[config.mk]
export PLATFORM = sky130hd
export DESIGN_NAME = adpll_loop_ctrl
export DESIGN_NICKNAME = d
export VERILOG_FILES = /design/src/rtl/adpll_loop_ctrl.sv
export SDC_FILE = /design/constraint.sdc
export NUM_CORES = 1
export LEC_CHECK = 0
export CAP_MARGIN = 20
export CELL_PAD_IN_SITES_DETAIL_PLACEMENT = 1
export CELL_PAD_IN_SITES_GLOBAL_PLACEMENT = 1
export CORE_MARGIN = 5
export CORE_UTILIZATION = 43
export CTS_CLUSTER_SIZE = 24
export DETAILED_ROUTE_END_ITERATION = 8
export PLACE_DENSITY_LB_ADDON = 0.1
export SLEW_MARGIN = 20
export SYNTH_ARGS = -nofsm -noshare
export SYNTH_HDL_FRONTEND = slang
export SYNTH_SLANG_ARGS = --single-unit
[constraint.sdc]
create_clock -name clk -period 3 [get_ports clk]
set_input_delay 0.3 -clock clk [delete_from_list [all_inputs] [get_ports clk]]
set_output_delay 0.3 -clock clk [all_outputs]
set_load 0.1 [all_outputs]
[src/rtl/adpll_loop_ctrl.sv]
`default_nettype none
// ============================================================================
//  Module      : adpll_loop_ctrl
//  Description : Digital loop controller for the ADPLL. Sits between the PFD
//                and the DCO code input. Synchronizes the PFD flagU/flagD
//                outputs, runs a binary-search frequency acquisition, then
//                +/-1 phase tracking on the DCO control word, and declares
//                lock after LOCK_CNT consecutive good decisions.
//  Revision    : 1.0 - initial release
// ----------------------------------------------------------------------------
//  Parameters
//    CODE_W    DCO control word width
//    SETTLE    clk cycles per decision (DCO/PFD settle time), >= 1
//    LOCK_CNT  consecutive good decisions required to assert lock
//    LOSS_CNT  consecutive same-direction decisions that drop lock
//              (only used when ADPLL_LOCK_LOSS_EN is defined)
//  Ports
//    clk       in   1       controller clock
//    reset     in   1       synchronous, active-high reset
//    enable    in   1       1 = run loop, 0 = return to IDLE
//    flag_up   in   1       PFD flagU (async): raise DCO frequency
//    flag_dn   in   1       PFD flagD (async): lower DCO frequency
//    dco_code  out  CODE_W  DCO control word, registered
//    code_upd  out  1       one-cycle pulse alongside each dco_code change
//    lock      out  1       loop locked
//    state     out  2       0=IDLE 1=BSEARCH 2=TRACK 3=LOCKED
//  Build option
//    ADPLL_LOCK_LOSS_EN  when defined, LOCKED counts same-direction runs and
//                        falls back to TRACK after LOSS_CNT of them. When
//                        undefined, LOCKED is left only via enable=0/reset.
// ============================================================================
module adpll_loop_ctrl #(
    parameter int CODE_W   = 8,
    parameter int SETTLE   = 4,
    parameter int LOCK_CNT = 16,
    parameter int LOSS_CNT = 8
) (
    input  logic              clk,
    input  logic              reset,
    input  logic              enable,
    input  logic              flag_up,
    input  logic              flag_dn,
    output logic [CODE_W-1:0] dco_code,
    output logic              code_upd,
    output logic              lock,
    output logic [1:0]        state
);

    // ------------------------------------------------------------------------
    // Constants
    // ------------------------------------------------------------------------
    localparam logic [1:0] c_ST_IDLE    = 2'd0;
    localparam logic [1:0] c_ST_BSEARCH = 2'd1;
    localparam logic [1:0] c_ST_TRACK   = 2'd2;
    localparam logic [1:0] c_ST_LOCKED  = 2'd3;

    localparam int c_K_W    = (CODE_W > 1) ? $clog2(CODE_W) : 1;
    localparam int c_SET_W  = (SETTLE > 1) ? $clog2(SETTLE) : 1;
    localparam int c_GOOD_W = $clog2(LOCK_CNT + 1);

    localparam logic [CODE_W-1:0]   c_MID       = CODE_W'(1) << (CODE_W - 1);
    localparam logic [CODE_W-1:0]   c_MAX       = '1;
    localparam logic [CODE_W-1:0]   c_MIN       = '0;
    localparam logic [c_SET_W-1:0]  c_SET_RLD   = c_SET_W'(SETTLE - 1);
    localparam logic [c_K_W-1:0]    c_K_TOP     = c_K_W'(CODE_W - 1);
    localparam logic [c_GOOD_W-1:0] c_GOOD_LOCK = c_GOOD_W'(LOCK_CNT);

    // Illegal parameter combinations leave an empty marker scope in the
    // elaborated hierarchy; the loop itself assumes SETTLE, LOCK_CNT and
    // LOSS_CNT are all at least 1.
    if (SETTLE < 1 || LOCK_CNT < 1 || LOSS_CNT < 1) begin : g_bad_params
    end

    // ------------------------------------------------------------------------
    // PFD flag synchronizers (2-FF each)
    // ------------------------------------------------------------------------
    logic r_up_meta;
    logic r_up_s;
    logic r_dn_meta;
    logic r_dn_s;

    always_ff @(posedge clk) begin
        if (reset) begin
            r_up_meta <= 1'b0;
            r_up_s    <= 1'b0;
            r_dn_meta <= 1'b0;
            r_dn_s    <= 1'b0;
        end else begin
            r_up_meta <= flag_up;
            r_up_s    <= r_up_meta;
            r_dn_meta <= flag_dn;
            r_dn_s    <= r_dn_meta;
        end
    end

    // Decision decode: both flags high (or both low) is a HOLD.
    logic w_dec_up;
    logic w_dec_dn;
    assign w_dec_up = r_up_s & ~r_dn_s;
    assign w_dec_dn = r_dn_s & ~r_up_s;

    // ------------------------------------------------------------------------
    // Loop state and datapath registers
    // ------------------------------------------------------------------------
    logic [1:0]          r_state;
    logic [CODE_W-1:0]   r_code;
    logic                r_code_upd;
    logic [c_K_W-1:0]    r_k;          // bit under trial in BSEARCH
    logic [c_SET_W-1:0]  r_settle;     // cycles left in the settle window
    logic [c_GOOD_W-1:0] r_good;       // consecutive good decisions in TRACK
    logic                r_last_up;    // direction of last non-HOLD decision
    logic                r_have_dir;   // r_last_up is meaningful

    logic [1:0]          w_state_nxt;
    logic [CODE_W-1:0]   w_code_nxt;
    logic [c_K_W-1:0]    w_k_nxt;
    logic [c_SET_W-1:0]  w_settle_nxt;
    logic [c_GOOD_W-1:0] w_good_nxt;
    logic                w_last_up_nxt;
    logic                w_have_dir_nxt;

`ifdef ADPLL_LOCK_LOSS_EN
    localparam int                  c_LOSS_W = $clog2(LOSS_CNT + 1);
    localparam logic [c_LOSS_W-1:0] c_LOSS   = c_LOSS_W'(LOSS_CNT);

    logic [c_LOSS_W-1:0] r_run;        // same-direction run length in LOCKED
    logic [c_LOSS_W-1:0] w_run_nxt;
`endif

    // A direction decision that repeats the previous non-HOLD direction.
    logic w_dir;
    logic w_repeat;
    assign w_dir    = w_dec_up | w_dec_dn;
    assign w_repeat = w_dir & r_have_dir & (r_last_up == w_dec_up);

    // ------------------------------------------------------------------------
    // State register (datapath registered alongside the state)
    // ------------------------------------------------------------------------
    always_ff @(posedge clk) begin
        if (reset) begin
            r_state    <= c_ST_IDLE;
            r_code     <= c_MID;
            r_code_upd <= 1'b0;
            r_k        <= '0;
            r_settle   <= '0;
            r_good     <= '0;
            r_last_up  <= 1'b0;
            r_have_dir <= 1'b0;
`ifdef ADPLL_LOCK_LOSS_EN
            r_run      <= '0;
`endif
        end else begin
            r_state    <= w_state_nxt;
            r_code     <= w_code_nxt;
            // Pulse accompanies the new code value for exactly one cycle.
            r_code_upd <= (w_code_nxt != r_code);
            r_k        <= w_k_nxt;
            r_settle   <= w_settle_nxt;
            r_good     <= w_good_nxt;
            r_last_up  <= w_last_up_nxt;
            r_have_dir <= w_have_dir_nxt;
`ifdef ADPLL_LOCK_LOSS_EN
            r_run      <= w_run_nxt;
`endif
        end
    end

    // ------------------------------------------------------------------------
    // Next-state / datapath logic
    // ------------------------------------------------------------------------
    always_comb begin
        w_state_nxt    = r_state;
        w_code_nxt     = r_code;
        w_k_nxt        = r_k;
        w_settle_nxt   = r_settle;
        w_good_nxt     = r_good;
        w_last_up_nxt  = r_last_up;
        w_have_dir_nxt = r_have_dir;
`ifdef ADPLL_LOCK_LOSS_EN
        w_run_nxt      = r_run;
`endif

        if (!enable) begin
            // Disable from any state: back to midscale with counters cleared.
            w_state_nxt    = c_ST_IDLE;
            w_code_nxt     = c_MID;
            w_k_nxt        = '0;
            w_settle_nxt   = '0;
            w_good_nxt     = '0;
            w_last_up_nxt  = 1'b0;
            w_have_dir_nxt = 1'b0;
`ifdef ADPLL_LOCK_LOSS_EN
            w_run_nxt      = '0;
`endif
        end else begin
            case (r_state)
                c_ST_IDLE: begin
                    // Midscale already has the MSB set, so the first trial
                    // bit needs no code change on entry.
                    w_state_nxt  = c_ST_BSEARCH;
                    w_code_nxt   = c_MID;
                    w_k_nxt      = c_K_TOP;
                    w_settle_nxt = c_SET_RLD;
                end

                c_ST_BSEARCH: begin
                    if (r_settle != '0) begin
                        w_settle_nxt = r_settle - 1'b1;
                    end else begin
                        w_settle_nxt = c_SET_RLD;
                        // DCO too fast: the trial bit was too much.
                        if (w_dec_dn) begin
                            w_code_nxt[r_k] = 1'b0;
                        end
                        if (r_k != '0) begin
                            w_code_nxt[r_k - 1'b1] = 1'b1;
                            w_k_nxt                = r_k - 1'b1;
                        end else begin
                            w_state_nxt = c_ST_TRACK;
                        end
                    end
                end

                default: begin  // TRACK and LOCKED share the code update
                    if (r_settle != '0) begin
                        w_settle_nxt = r_settle - 1'b1;
                    end else begin
                        w_settle_nxt = c_SET_RLD;

                        // Saturating +/-1 step; direction is recorded even
                        // when the code is pinned at a rail.
                        if (w_dec_up) begin
                            if (r_code != c_MAX) begin
                                w_code_nxt = r_code + 1'b1;
                            end
                        end else if (w_dec_dn) begin
                            if (r_code != c_MIN) begin
                                w_code_nxt = r_code - 1'b1;
                            end
                        end

                        if (w_dir) begin
                            w_last_up_nxt  = w_dec_up;
                            w_have_dir_nxt = 1'b1;
                        end

                        if (r_state == c_ST_TRACK) begin
                            // HOLD or a reversal means the loop is dithering
                            // around the target; a repeat means it is still
                            // slewing.
                            if (w_repeat) begin
                                w_good_nxt = '0;
                            end else begin
                                w_good_nxt = r_good + 1'b1;
                            end
                            if (w_good_nxt == c_GOOD_LOCK) begin
                                w_state_nxt = c_ST_LOCKED;
                            end
                        end else begin
`ifdef ADPLL_LOCK_LOSS_EN
                            // A run of same-direction corrections means the
                            // reference has drifted away from the lock point.
                            if (!w_dir) begin
                                w_run_nxt = '0;
                            end else if (w_repeat) begin
                                w_run_nxt = r_run + 1'b1;
                            end else begin
                                w_run_nxt = c_LOSS_W'(1);
                            end
                            if (w_run_nxt == c_LOSS) begin
                                w_state_nxt = c_ST_TRACK;
                                w_good_nxt  = '0;
                                w_run_nxt   = '0;
                            end
`endif
                        end
                    end
                end
            endcase
        end
    end

    // ------------------------------------------------------------------------
    // Output decode
    // ------------------------------------------------------------------------
    always_comb begin
        dco_code = r_code;
        code_upd = r_code_upd;
        lock     = (r_state == c_ST_LOCKED);
        state    = r_state;
    end

endmodule
`default_nettype wire

Word level (Yosys, flattened, before mapping)

Index checks and enable logic that the tools add are counted.

Add/sub/neg operators: 5
$lt $le $gt $ge: 4
Equal/unequal tests: 11
Muxes and demuxes: 33
Bitwise logic cells: 13
Reduce and logical (&&, ||, !) cells: 15

Operators by type and width:

| cell                  | number |
|---|---|
| $mux W8               | 12 |
| $mux W5               | 5 |
| $pmux W8 S2           | 1 |
| $mux W2               | 7 |
| $reduce_and A3 Y1     | 3 |
| $reduce_bool A3 Y1    | 3 |
| $add A8 B1 Y8 const B | 1 |
| $and A8 B8 Y8         | 1 |
| $lt A3 B4 Y1 const B  | 2 |
| $ne A8 B8 Y1          | 1 |
| $ne A8 B8 Y1 const B  | 1 |
| $not A8 Y8            | 1 |
| $or A8 B8 Y8          | 1 |
| $reduce_bool A8 Y1    | 1 |
| $sub A8 B1 Y8 const B | 1 |
| $demux W1 S3          | 2 |
| $ge A3 B1 Y1 const B  | 2 |
| $mux W3               | 2 |
| $ne A2 B2 Y1 const B  | 3 |
| $pmux W3 S2           | 1 |
| $add A5 B1 Y5 const B | 1 |
| $eq A5 B5 Y1 const B  | 1 |
| $not A1 Y1            | 5 |
| $reduce_and A5 Y1     | 1 |
| 14 further kinds      | 22 |

Register bits: 27
Output and inout bits: 12

Logic depth before layout (Yosys ltp)

Depth after elaboration: 16
Depth in mapped cells: 10
Mapped depth without buffers: 9

Worst setup path before layout

Ideal clock, no wire load.

Path kind: register to register
From: register r_code[0] (netlist: dco_code[0])
To: register r_code_upd (netlist: code_upd)
Library setup time: 135 ps
Arrival time: 3048 ps
Data required time: 2865 ps
Setup slack: -183 ps
Stages on the path, launching flop included: 10
Cell sequence: dfxtp_1 clkinv_1 ha_1 and4bb_2 or3b_2 mux2i_1 nor2_1 a211o_1 a211oi_1 a41oi_2

Cells in the longest elaborated chain, start to end: 11

RTL lines:

| item                                                   | line | RTL |
|---|---|---|
| start, declared                                        | 106  | `logic [CODE_W-1:0] r_code;` |
| start signal, assigned                                 | 142  | `r_code <= c_MID;` |
| start signal, assigned                                 | 154  | `r_code <= w_code_nxt;` |
| branches (longest 10 deep; another with $sub A8 B1 Y8) | n/a  |  |
| $ne A8 B8 Y1 (*)                                       | 156  | `r_code_upd <= (w_code_nxt != r_code);` |
| end signal, assigned                                   | 156  |  |
| end, declared                                          | 107  | `logic r_code_upd;` |

Mark *: on every way between the ends. The select of a mux whose other input is x is not followed.
A chain may end at the register's enable or synchronous reset.

Worst setup path after layout

From: register r_code[1] (netlist: dco_code[1])
To: register r_code_upd (netlist: code_upd)

Same word-level chain as after synthesis.

==> results.ini <==
[final_layout]
mostFrequentLayoutCell = buf_4
drive_above_1_share_pct = 16.04
fillers = 651
design.final.nets = 333
n_antenna_cell = 0
layout_common_cells = buf_4, nor2_1, nand2_1, dfxtp_1, a21oi_1
syn_to_final_growth_pct = 16.07

[yosys]
ys_ff_latch = 27
mappedNetlistArea_sq_um = 2188
synth_enable_flop_cells = 0
ys_dominant_reg_cell = dfxtp_1
synth_top_area_share_pct = 24.70
syn_inst = 297
mean_instance_size_in_the_synthesized_netlist_sq_um = 7.368
netlist-cell-type-count = 59
synth_async_sr_flop_share_pct = 0
synth.net_count = 311
synth_sequential_area_ratio_pct = 24.70
synth-warning-count = 0
synthDominantAreaCellType = dfxtp_1
yosys-top-cells-area = dfxtp_1, nor2_1, ha_1

[drt]
routed_wire_length_per_instance_um = 18.29
wire_length_reported_by_the_detailed_router_um = 7098
detailedRoute.firstPassIterationCount = 5
final_antenna_net_count = 0
drt-vias-per-instance = 6.131
detail_route.drc_violations = 0
vias = 2379
drt_iter0_markers = 341

[setup_path]
ordered_cell_list_for_the_critical_path = inv_1, ha_1, and4bb_2, or3b_2, mux2i_1, nor2_1, a211o_1, a211oi_1, a41oi_2
timing.critical_path.arrival_ns = 2.76
critical_path.n_buffers_inverters = 1
criticalPathCategory = flop to flop
r2r.worst_path.cells = 9
crit_fanout = 7
critical_path_cell_count = 9
setup.worst_path.end_class = flop
critical_path_required_ns = 3.16
cpMaxStageDelayCell = or3b_2
cp_slowest_stage_delay_ns = 0.46
cpLargestDelayFamily = simple AND/OR/NAND/NOR gates
start_kind = flop

[placement]
port_buffers = 16
place.detailed.hpwl_um = 5257
globalplace.congestion = 0.8510

[timing]
max-slew-margin-rel_pct = 35.13
worst_clock_skew_ns = 0.003290
grt_setup_unrepaired = no
report.final.slew_viol_count = 0
report.final.setup_viol = 0
hold-worst-slack_ns = 0.4404
finalWorstPathRequiredPeriod_ns = 2.602
final_hold_vios = 0
finalSetupTns_ns = 0
fmax_mhz = 384.3
worst_pin_slew_ns = 0.9700
fin_crit_sh_pct = 86.74

[cts]
ctsResizeCount = 0
cts_post_setup_buffers_inserted = 0
clock_tree.htree_level_count = 1
cts_root_buf = clkbuf_8
cts_buffer_depth = 2
clkLatencyLatePin_ns = 0.28
postCtsHoldBufs = 0
cts_tree = done
tritoncts.num_buffers = 3
cts_sinks = 27
clk_pin_slew_ns = 0.10

[global_routing]
grt_first_pass_wirelength_um = 11500
grt_start_max_net_pins = 20
grt_overflow_total = 0
vias_in_the_first_global_route = 2226
grt_antenna_before_repair = 0
global_route_total_usage_across_every_layer_pct = 22.54

[power]
power_total_w = 0.0007873
leakage_nw = 0.9650
power_density_nw_per_um2 = 310.0
vdd.ir_drop.worst_mv = 0.2210

[outcome]
outcome = finished, final reports clean

[min_path]
hold_path_depth = 1
holdCritPathClass = flop to flop

[run]
maxCapViolations = 0

[floorplan]
dieWidth_um = 81.34
design.die.area_sq_um = 6616
io_pins = 17
fp.dieH_um = 81.34
floorplan.initialDensity_pct = 43.68
std_cell_rows = 26
core_area_sq_um = 5010

[through the flow]
stage	instances	utilization, %	cell area, sq um	worst slack, ns
finish	388	50.70	2540	0.3977
floorplan	297	-	2190	0.05323
global route	388	50.70	2540	0.1961
global placement	384	49.80	2495	0.4890
detailed placement	384	49.80	2495	0.4264
CTS	388	50.70	2540	0.4057
[cell families (layout without fill, tap and decap cells)]
family                   count (synthesis)  count (layout)  synth area share [%]
AO/OA/AOI/OAI                           84              84                 26.24
XOR/XNOR                                 5               5                 2.001
adder cells (fa/ha/maj)                  9               9                 5.146
buffers and inverters                   35              56                 6.060
flip-flops                              27              27                 24.70
multiplexers                             9               9                 4.345
AND/OR/NAND/NOR                        128             128                 31.50
[cell usage after synthesis, types with 3 or more instances]
master / number
a41oi_1: 4
nor3_1: 7
buf_1: 3
mux2_2: 4
a31oi_1: 4
or3_1: 5
nor3b_1: 3
and2_1: 4
nor2_1: 31
a22oi_1: 4
o31a_1: 5
inv_1: 13
nand2_1: 26
and3_1: 3
nor4_1: 7
ha_1: 9
a211oi_1: 4
o21ai_0: 17
nand4b_1: 3
a21oi_1: 20
xor2_1: 4
o211ai_1: 3
dfxtp_1: 27
o31ai_1: 3
or2_2: 4
nand4_1: 4
nand3_1: 4
nand2b_1: 5
nor2b_1: 10
clkbuf_1: 17
mux2i_1: 5
nor4b_1: 3
[area by class of cell]
cell class	instances	area (sq um)	share of cell area, %
clock buffer	4	45.04	1.773
timing repair buffer	38	297.8	11.72
multi-input combinational	235	1515	59.65
tap	70	87.58	3.448
sequential	27	541.8	21.33
inverter	14	52.55	2.069
[power breakdown]
part,switching [W],internal (W)
registers,0.0000103,0.000368
clock network,0.000124,0.0000957
logic,0.000124,0.0000652
total,0.000258,0.000529
[metal layers]
layer / part of all wire [%] / GRT usage (%) / up-vias
li1: - / - / 1139
met1: 46 / 32.25 / 1134
met2: 46 / 35.26 / 84
met3: 4.6 / 2.328 / 22
met4: 2.7 / 6.926 / 0
met5: 0 / 0 / -
[registers in the layout (all words and copies together), names as in the netlist, 2 cells and up]
| name | cells |
|---|---|
| dco_code | 8 |
| r_good | 5 |
| r_k | 3 |
| r_settle | 2 |
| state | 2 |
[path summary, 6_finish.rpt]
check,slack (ns),startpoint,endpoint
max,0.40,dco_code[1]$_SDFF_PP0_,code_upd$_SDFF_PP0_
min,0.44,r_settle[0]$_SDFF_PP0_,r_settle[0]$_SDFF_PP0_
max reg2reg,0.40,dco_code[1]$_SDFF_PP0_,code_upd$_SDFF_PP0_
min reg2reg,0.44,r_settle[0]$_SDFF_PP0_,r_settle[0]$_SDFF_PP0_
Power figures use the tool's default switching activity.
